===== src/rtl/lsu_pkg.sv =====
// Shared definitions for the load/store unit: funct3 encodings, FSM states,
// error codes and an access-size helper.
package lsu_pkg;

  localparam logic [2:0] F3_B  = 3'b000;
  localparam logic [2:0] F3_H  = 3'b001;
  localparam logic [2:0] F3_W  = 3'b010;
  localparam logic [2:0] F3_D  = 3'b011;
  localparam logic [2:0] F3_BU = 3'b100;
  localparam logic [2:0] F3_HU = 3'b101;
  localparam logic [2:0] F3_WU = 3'b110;

  typedef enum logic [1:0] {
    IDLE    = 2'd0,
    RD_WAIT = 2'd1,
    RESP    = 2'd2
  } state_t;

  localparam logic [1:0] ERR_MISALIGN = 2'b01;
  localparam logic [1:0] ERR_TIMEOUT  = 2'b10;
  localparam logic [1:0] ERR_ILLEGAL  = 2'b11;

  // Number of bytes touched by an access of encoded size 0..3.
  function automatic logic [3:0] size_bytes(input logic [1:0] size);
    return 4'd1 << size;
  endfunction

endpackage


===== src/rtl/lsu_align.sv =====
// Combinational lane logic: request decode (lane mask, store shift, alignment,
// legality) and load-side extract plus sign/zero extension.
module lsu_align
  import lsu_pkg::*;
#(
  parameter  int DATA_W = 32,
  localparam int LANES  = DATA_W / 8,
  localparam int OFF_W  = $clog2(LANES)
) (
  input  logic [2:0]        funct3,
  input  logic [OFF_W-1:0]  offset,
  input  logic [DATA_W-1:0] wdata,
  output logic [LANES-1:0]  lane_mask,
  output logic [DATA_W-1:0] store_data,
  output logic              misaligned,
  output logic              illegal,
  input  logic [DATA_W-1:0] rdata,
  input  logic [OFF_W-1:0]  ld_offset,
  input  logic [1:0]        ld_size,
  input  logic              ld_unsigned,
  output logic [DATA_W-1:0] load_data
);

  logic [3:0]       nbytes;
  logic [LANES-1:0] base_mask;

  assign nbytes = size_bytes(funct3[1:0]);

  always_comb begin
    base_mask = '0;
    for (int i = 0; i < LANES; i++) begin
      base_mask[i] = (i < int'(nbytes));
    end
  end

  assign lane_mask  = base_mask << offset;
  assign store_data = wdata << {offset, 3'b000};
  assign misaligned = (4'(offset) & (nbytes - 4'd1)) != 4'd0;

  // Doubleword accesses only exist when the data path is 64 bits wide.
  assign illegal = (funct3 == 3'b111) ||
                   ((DATA_W == 32) && ((funct3 == F3_D) || (funct3 == F3_WU)));

  always_comb begin
    logic [DATA_W-1:0] shifted;
    logic              sign;
    int                nbits;
    shifted   = rdata >> {ld_offset, 3'b000};
    nbits     = 8 << ld_size;
    sign      = 1'b0;
    load_data = '0;
    case (ld_size)
      2'd0:    sign = shifted[7];
      2'd1:    sign = shifted[15];
      2'd2:    sign = shifted[31];
      default: sign = shifted[DATA_W-1];
    endcase
    if (ld_unsigned) begin
      sign = 1'b0;
    end
    for (int i = 0; i < DATA_W; i++) begin
      load_data[i] = (i < nbits) ? shifted[i] : sign;
    end
  end

endmodule


===== src/rtl/lsu_ctrl.sv =====
// Load/store unit between execute and the data-memory port: one request per
// handshake, single-cycle stores, loads wait for read data with a timeout.
module lsu_ctrl
  import lsu_pkg::*;
#(
  parameter  int DATA_W  = 32,
  parameter  int ADDR_W  = 32,
  parameter  int TIMEOUT = 15,
  localparam int LANES   = DATA_W / 8,
  localparam int OFF_W   = $clog2(LANES)
) (
  input  logic              clk_i,
  input  logic              rst_n_i,
  input  logic              req_valid_i,
  output logic              req_ready_o,
  input  logic              req_we_i,
  input  logic [2:0]        funct3_i,
  input  logic [ADDR_W-1:0] addr_i,
  input  logic [DATA_W-1:0] wdata_i,
  output logic [ADDR_W-1:0] d_addr_o,
  output logic [DATA_W-1:0] d_wdata_o,
  output logic [LANES-1:0]  d_we_o,
  output logic [LANES-1:0]  d_rd_o,
  input  logic              d_rvalid_i,
  input  logic [DATA_W-1:0] d_rdata_i,
  output logic              load_ready_o,
  output logic [DATA_W-1:0] rdata_o,
  output logic              store_done_o,
  output logic              err_o,
  output logic [1:0]        err_code_o
);

  state_t state, next_state;

  logic              idle_ok, accept, req_ok, store_go, load_go, timed_out;
  logic [LANES-1:0]  lane_mask;
  logic [DATA_W-1:0] store_data, load_data;
  logic              misaligned, illegal;
  logic [ADDR_W-1:0] aligned_addr;

  logic [OFF_W-1:0]  ld_offset;
  logic [1:0]        ld_size;
  logic              ld_unsigned;
  logic [LANES-1:0]  ld_mask;
  logic [ADDR_W-1:0] ld_addr;
  logic [7:0]        cnt;
  logic [DATA_W-1:0] rdata_q;
  logic              err_q, store_done_q;
  logic [1:0]        err_code_q;

  // Qualifying with rst_n_i keeps every output quiet while reset is held.
  assign idle_ok      = (state == IDLE) && rst_n_i;
  assign accept       = req_valid_i && idle_ok;
  assign req_ok       = accept && !illegal && !misaligned;
  assign store_go     = req_ok && req_we_i;
  assign load_go      = req_ok && !req_we_i;
  assign timed_out    = (cnt == 8'(TIMEOUT - 1));
  assign aligned_addr = {addr_i[ADDR_W-1:OFF_W], {OFF_W{1'b0}}};

  lsu_align #(
    .DATA_W(DATA_W)
  ) u_align (
    .funct3     (funct3_i),
    .offset     (addr_i[OFF_W-1:0]),
    .wdata      (wdata_i),
    .lane_mask  (lane_mask),
    .store_data (store_data),
    .misaligned (misaligned),
    .illegal    (illegal),
    .rdata      (d_rdata_i),
    .ld_offset  (ld_offset),
    .ld_size    (ld_size),
    .ld_unsigned(ld_unsigned),
    .load_data  (load_data)
  );

  always_ff @(posedge clk_i or negedge rst_n_i) begin
    if (!rst_n_i) begin
      state <= IDLE;
    end else begin
      state <= next_state;
    end
  end

  always_comb begin
    next_state = state;
    case (state)
      IDLE:    if (load_go) next_state = RD_WAIT;
      RD_WAIT: begin
        if (d_rvalid_i) begin
          next_state = RESP;
        end else if (timed_out) begin
          next_state = IDLE;
        end
      end
      RESP:    next_state = IDLE;
      default: next_state = IDLE;
    endcase
  end

  always_comb begin
    req_ready_o  = idle_ok;
    load_ready_o = (state == RESP);
    d_we_o       = '0;
    d_rd_o       = '0;
    d_addr_o     = '0;
    d_wdata_o    = '0;
    case (state)
      IDLE: begin
        if (store_go) begin
          d_we_o    = lane_mask;
          d_wdata_o = store_data;
          d_addr_o  = aligned_addr;
        end else if (load_go) begin
          d_rd_o    = lane_mask;
          d_addr_o  = aligned_addr;
        end
      end
      RD_WAIT: begin
        d_rd_o   = ld_mask;
        d_addr_o = ld_addr;
      end
      default: ;
    endcase
  end

  // A read response arriving on the final allowed cycle still beats the timeout.
  always_ff @(posedge clk_i or negedge rst_n_i) begin
    if (!rst_n_i) begin
      ld_offset    <= '0;
      ld_size      <= '0;
      ld_unsigned  <= 1'b0;
      ld_mask      <= '0;
      ld_addr      <= '0;
      cnt          <= '0;
      rdata_q      <= '0;
      err_q        <= 1'b0;
      err_code_q   <= '0;
      store_done_q <= 1'b0;
    end else begin
      err_q        <= 1'b0;
      store_done_q <= 1'b0;
      case (state)
        IDLE: begin
          if (accept) begin
            if (illegal) begin
              err_q      <= 1'b1;
              err_code_q <= ERR_ILLEGAL;
            end else if (misaligned) begin
              err_q      <= 1'b1;
              err_code_q <= ERR_MISALIGN;
            end else if (req_we_i) begin
              store_done_q <= 1'b1;
            end else begin
              ld_offset   <= addr_i[OFF_W-1:0];
              ld_size     <= funct3_i[1:0];
              ld_unsigned <= funct3_i[2];
              ld_mask     <= lane_mask;
              ld_addr     <= aligned_addr;
              cnt         <= '0;
            end
          end
        end
        RD_WAIT: begin
          if (d_rvalid_i) begin
            rdata_q <= load_data;
          end else if (timed_out) begin
            err_q      <= 1'b1;
            err_code_q <= ERR_TIMEOUT;
            rdata_q    <= '0;
          end else begin
            cnt <= cnt + 8'd1;
          end
        end
        default: ;
      endcase
    end
  end

  assign rdata_o      = rdata_q;
  assign store_done_o = store_done_q;
  assign err_o        = err_q;
  assign err_code_o   = err_code_q;

endmodule


===== config.mk =====
export PLATFORM = sky130hd
export DESIGN_NAME = lsu_ctrl
export DESIGN_NICKNAME = d
export VERILOG_FILES = /design/src/rtl/lsu_pkg.sv /design/src/rtl/lsu_align.sv /design/src/rtl/lsu_ctrl.sv
export SDC_FILE = /design/constraint.sdc
export NUM_CORES = 1
export LEC_CHECK = 0
export BUFFER_PORTS_ARGS = -buffer_cell sky130_fd_sc_hd__buf_2
export CELL_PAD_IN_SITES_DETAIL_PLACEMENT = 1
export CELL_PAD_IN_SITES_GLOBAL_PLACEMENT = 2
export CORE_ASPECT_RATIO = 0.6
export CORE_MARGIN = 4
export CORE_UTILIZATION = 28
export CTS_CLUSTER_DIAMETER = 200
export DETAILED_ROUTE_END_ITERATION = 6
export PLACE_DENSITY = 0.81
export SETUP_SLACK_MARGIN = 0.1
export SLEW_MARGIN = 20
export SYNTH_ARGS = -nofsm -noshare
export SYNTH_HDL_FRONTEND = slang
export SYNTH_SLANG_ARGS = --single-unit

===== constraint.sdc =====
create_clock -name clk_i -period 2.8 [get_ports clk_i]
set_input_delay 0.28 -clock clk_i [delete_from_list [all_inputs] [get_ports clk_i]]
set_output_delay 0.28 -clock clk_i [all_outputs]
set_load 0.005 [all_outputs]

=== Word-level counts from Yosys, hierarchy flattened ===
Index checks and enable logic that the tools add are counted.

* Input bits: 104
* Word-level logic and storage cells: 170
* Bits in registers: 85
* Output and inout bits: 110

* Mux-type cells: 74
* $lt $le $gt $ge: 36
* Bitwise gates (word level): 4
* Reductions and logical operators: 21
* Shift-type cells: 5
* Add/sub/neg operators: 2
* Equality and inequality tests: 17

{| class="wikitable"
|+ Operators by type and width
! kind !! number
|-
| < comparator 6 x 32 -> 1 bit, first input constant || 16
|-
| < comparator 5 x 32 -> 1 bit, first input constant || 8
|-
| two-way mux 32 bit || 6
|-
| < comparator 4 x 32 -> 1 bit, first input constant || 4
|-
| < comparator 3 x 32 -> 1 bit, first input constant || 2
|-
| one-hot mux 32 bit (2 select lines) || 1
|-
| two-way mux 8 bit || 6
|-
| two-way mux 1 bit || 43
|-
| < comparator 1 x 32 -> 1 bit, first input constant || 1
|-
| < comparator 2 x 32 -> 1 bit, first input constant || 1
|-
| << shifter 32 x 5 -> 32 bit || 1
|-
| << shifter 4 x 2 -> 32 bit, first input constant || 1
|-
| right shift 32 x 5 -> 32 bit || 1
|-
| two-way mux 2 bit || 8
|-
| two-way mux 4 bit || 4
|-
| != test 2 bit, second input constant || 8
|-
| one-hot mux 8 bit (2 select lines) || 1
|-
| AND reduction 5 bit || 2
|-
| adder 8 x 1 -> 8 bit, second input constant || 1
|-
| == test 8 x 4 -> 1 bit, second input constant || 1
|-
| < comparator 1 x 4 -> 1 bit, first input constant || 2
|-
| < comparator 2 x 4 -> 1 bit, first input constant || 2
|-
| one-hot mux 2 bit (2 select lines) || 2
|-
| one-hot mux 4 bit (2 select lines) || 1
|-
| 19 further kinds || 36
|}

=== Depth between registers and ports, before layout ===
* Depth in word-level cells: 10
* Mapped depth: 7
* Gate-level depth less buffers: 6

=== Cells and area by module ===
From an unflattened synthesis, not the netlist that was laid out.

* Cells, all modules: 670
* Area, all modules: 5963.2 um2

{| class="wikitable"
|+ By module, submodules not included
! module !! cells an instance !! times used !! sequential area each (um2) !! area an instance (um2)
|-
| lsu_ctrl || 447 || 1 || 2127.0 || 4469.3
|-
| lsu_align || 223 || 1 || 0.0 || 1493.9
|}

=== Worst setup path before layout ===
No wires, ideal clock.

* Kind: register -> output
* From: register state[1]
* To: output port d_rd_o[2]
* Stages on the path, launching flop included: 7
* Path buffers: 2
* Arrival time: 1.690 ns
* Setup slack: 0.830 ns
* Cells stage by stage: dfrtp_1 -> clkbuf_1 -> nand4bb_1 -> a211oi_4 -> buf_6 -> o211ai_1 -> a21oi_1

* Cells in the longest elaborated chain, start to end: 9
* Elaborated cells on any way between the ends: 11

{| class="wikitable"
|+ RTL lines
! item !! line !! text
|-
| from (decl) || lsu_ctrl.sv:33 || <nowiki>state_t state, next_state;</nowiki>
|-
| from (signal assigned) || lsu_ctrl.sv:81 || <nowiki>state <= next_state;</nowiki>
|-
| zero test 2 bit || lsu_ctrl.sv:52, lsu_ctrl.sv:108 ||
|-
| logical AND 1 bit || lsu_ctrl.sv:52 || <nowiki>assign idle_ok = (state == IDLE) && rst_n_i;</nowiki>
|-
| logical AND 1 bit || lsu_ctrl.sv:53 || <nowiki>assign accept = req_valid_i && idle_ok;</nowiki>
|-
| logical AND 1 bit (2 in series) || lsu_ctrl.sv:54 || <nowiki>assign req_ok = accept && !illegal && !misaligned;</nowiki>
|-
| logical AND 1 bit || lsu_ctrl.sv:56 || <nowiki>assign load_go = req_ok && !req_we_i;</nowiki>
|-
| two-way mux 4 bit || lsu_ctrl.sv:114 || <nowiki>end else if (load_go) begin</nowiki>
|-
| two-way mux 4 bit || lsu_ctrl.sv:110 || <nowiki>if (store_go) begin</nowiki>
|-
| one-hot mux 4 bit (2 select lines) (*) || lsu_ctrl.sv:108 || <nowiki>case (state)</nowiki>
|-
| to (decl) || lsu_ctrl.sv:23 || <nowiki>output logic [LANES-1:0] d_rd_o,</nowiki>
|}

Mark *: on every way between the ends. The rest lies on a longest branch, timed or not.

=== Worst setup path after layout ===
* From: register state[0]
* To: output port d_wdata_o[7]

* Cells in the longest elaborated chain, start to end: 8

{| class="wikitable"
|+ RTL lines
! item !! line !! text
|-
| zero test 2 bit (*) || lsu_ctrl.sv:52, lsu_ctrl.sv:108 ||
|-
| logical AND 1 bit || lsu_ctrl.sv:52 ||
|-
| logical AND 1 bit || lsu_ctrl.sv:53 ||
|-
| logical AND 1 bit (2 in series) || lsu_ctrl.sv:54 ||
|-
| logical AND 1 bit || lsu_ctrl.sv:55 || <nowiki>assign store_go = req_ok && req_we_i;</nowiki>
|-
| two-way mux 32 bit || lsu_ctrl.sv:110 ||
|-
| two-way mux 32 bit (*) || lsu_ctrl.sv:108 ||
|-
| to (decl) || lsu_ctrl.sv:21 || <nowiki>output logic [DATA_W-1:0] d_wdata_o,</nowiki>
|}

Marked as above.

==> reports/metrics.yaml <==
status: "finished, final reports clean"
synth_ff_type: "dfrtp_1"
grt_antenna_before_repair: 2
cts_tree: "built"
ys_ff_latch: 85
r2r-start: "cnt[0]"
period_needed_ns: 2.49
nNetsFinal: 775
ios: 214
peakVddDrop_mv: 0.305
detail_route.wl_per_cell_um: 19.8
critical_path_class: "reg2out"
ant_nets: 0
gr-total-overflow: 0
cp.arrival_ns: 2.21
worstPathRequired_ns: 2.52
ys_top_cells_by_area: "dfrtp_1 44%, mux2i_1 8.2%, a22o_1 7.0%"
cp.buffers_inverters: 3
cts.sinks: 85
p_per_area_mw_per_mm2: 691
slowest_stage: "dfrtp_1"
crit_path_start_kind: "flop"
cts-buffers-inserted: 9
ys_warn_count: 0
synth_common_cells: "85 x dfrtp_1, 40 x mux2i_1, 39 x a22o_1"
timing.hold.ws_ns: 0.0112
synth_cells: 469
synth_top_area_share_pct: 43.7
cts_root_buffer: "clkbuf_16"
path_max_fanout: 29
grt_usage_pct: 18.1
cts.path.max_buffers: 2
reg2regPathDepth: 7
slowest_delay_ns: 0.52
drcViolationCount: 0
max_slew_margin_pct: 43.5
die_x_um: 178
combPwrFrac_pct: 31.0
grt_start_max_net_pins: 56
vias_per_cell: 5.10
synth_largest_area_cell: "dfrtp_1"
maxCapViolCount: 0
num_rows: 37
rsz0062_at_grt: "no"
hpwl_mm: 14.0
die-area_mm2: 0.0196
timing.fmax_mhz: 401
synthesis.area_mm2: 0.00487
p_clk_share_pct: 26.8
port_buffers: 211
skew_ns: 0.0120
syn_area_per_cell_um2: 10.4
setup_viol: 0
crit_family: "buffers and inverters"
fillers: 1972
path_cells: "nand4bb_2 -> a21oi_2 -> nand2_1 -> buf_4 -> clkinvlp_4 -> and3_1 -> buf_2"
drtIter0Drc: 337
utilization_pct: 38.0
async_flop_share_pct: 100
layout-drive-gt1-share_pct: 40.9
power_leakage_nw: 3.28
cp-end-kind: "primary output"
tightest_slew_ns: 0.847
antenna_cells: 0
intPower_mw: 3.03
period_share_pct: 89.0
final_area_mm2: 0.00648
ys_seq_area_share_pct: 43.7
hold_viol: 0
die_y_um: 110
r2r_setup_slack_ns: 0.43
sw_frac_of_total_pct: 32.4
path_clk_slew_ns: 0.06
pwr-share-seq_pct: 42.2
tns_ns: 0
gp_congestion: 0.840
synthDistinctLibCells: 56
syn2layout_area_growth_pct: 33.2
grt_pass1_wl_mm: 27.9
vias: 4635
grt_pass1_vias: 4854
firstDrtPassIters: 4
core_mm2: 0.0171
synth_most_common_cell: "dfrtp_1"
htree_num_levels: 3
fin_total_pwr_mw: 4.48
synth-edff-count: 0
postPlaceCellArea_mm2: 0.00615
wirelength_mm: 18.0
worstReg2RegEnd: "rdata_o[19]"
hold_path.class: "in2async"
start_util_pct: 28.5
slew_violations: 0
p_sw_mw: 1.45
clk_latency_ns: 0.34
-- worst max-delay path by stage --
stage | slack (ns) | endpoint | startpoint | cells after the start
3_3_place_gp | 0.54 | rdata_o[23] | cnt[0] | 7
5_1_grt | 0.14 | d_wdata_o[7] | state[0] | 7
2_1_floorplan | 0.83 | d_rd_o[2] | state[1] | 6
4_1_cts | 0.15 | d_rd_o[2] | state[1] | 5
6_report | 0.31 | d_wdata_o[7] | state[0] | 7
3_5_place_dp | 0.42 | rdata_o[19] | cnt[0] | 7
-- final cells by class --
| cell class | instances | area (um^2) | area share [%] |
|---|---|---|---|
| repair buffers | 227 | 1200 | 18.6 |
| inverters | 11 | 45.0 | 0.695 |
| well taps | 234 | 293 | 4.51 |
| flip-flops and latches | 85 | 2130 | 32.8 |
| clock buffers | 11 | 233 | 3.59 |
| multi-input cells | 335 | 2520 | 38.9 |
| clock inverters | 5 | 60.1 | 0.926 |
-- power groups by stage --
stage                     registers [mW]  logic [mW]  clock network, mW
after floorplan                     1.86       0.767                  0
after global placement              1.88        1.34                  0
after detailed placement            1.91        1.40                  0
after CTS                           1.90        1.40               1.24
after global routing                1.95        1.55               1.30
final                               1.89        1.39               1.20
-- kinds of logic (layout without fill, tap and decap cells) --
logic type / count (synthesis) / after routing / synth area share, %
buf+inv: 50 / 254 / 4.98
mux: 75 / 75 / 16.5
flops: 85 / 85 / 43.7
compound gates: 134 / 134 / 21.3
other cells: 1 / 2 / 0.0770
simple gates: 117 / 117 / 12.0
fa+ha+maj: 2 / 2 / 0.514
xor+xnor: 5 / 5 / 0.899
-- sequential cells by signal, summed over array words and instances (netlist names) --
| signal | cells |
|---|---|
| rdata_o | 32 |
| err_o | 1 |
| ld_size | 2 |
| store_done_o | 1 |
| ld_addr | 30 |
| ld_mask | 4 |
| cnt | 8 |
| err_code_o | 2 |
| ld_offset | 2 |
| state | 2 |
| ld_unsigned | 1 |
-- placed cells by master (no fill, tap or decap), types with 3 or more instances in the layout --
master and count:
a211o_1 8, a211oi_1 16, a21o_1 3, a21oi_1 23, a221o_1 9, a22o_1 39
a32o_1 7, and3_1 8, buf_2 210, buf_4 15, clkbuf_16 9, dfrtp_1 84
inv_1 9, mux2_1 14, mux2_2 20, mux2i_1 40, nand2_1 27, nor2_1 37
nor2b_1 12, nor3_1 14, o21ai_0 16, xor2_1 3
-- metal layers --
layer	vias to the layer above	part of all wire [%]	track usage (%)
met5	-	0.15	0
met4	4	0.57	2.46
met3	14	6.8	5.69
met2	119	44	27.6
met1	2348	48	26.0
li1	2150	-	-
-- worst register-to-register path: stages, from the launching register on --
cell     delay [ns]
dfrtp_1        0.42
inv_1          0.10
ha_1           0.15
or4b_4         0.50
nor3_2         0.24
o21ai_2        0.30
buf_12         0.26
a211o_1        0.30
-- stage by stage --
step | setup WS, ns | instances
after floorplan | 0.830 | 470
after global placement | 0.544 | 889
after detailed placement | 0.425 | 889
after CTS | 0.150 | 905
after global routing | 0.140 | 908
final | 0.308 | 908
-- timing repair --
item,CTS,global route
setup buffers,0,3
endpoints found under the setup margin,1,9
pin swaps,1,1
resized for setup,0,3
hold buffers,0,0
Power figures use the tool's default switching activity.
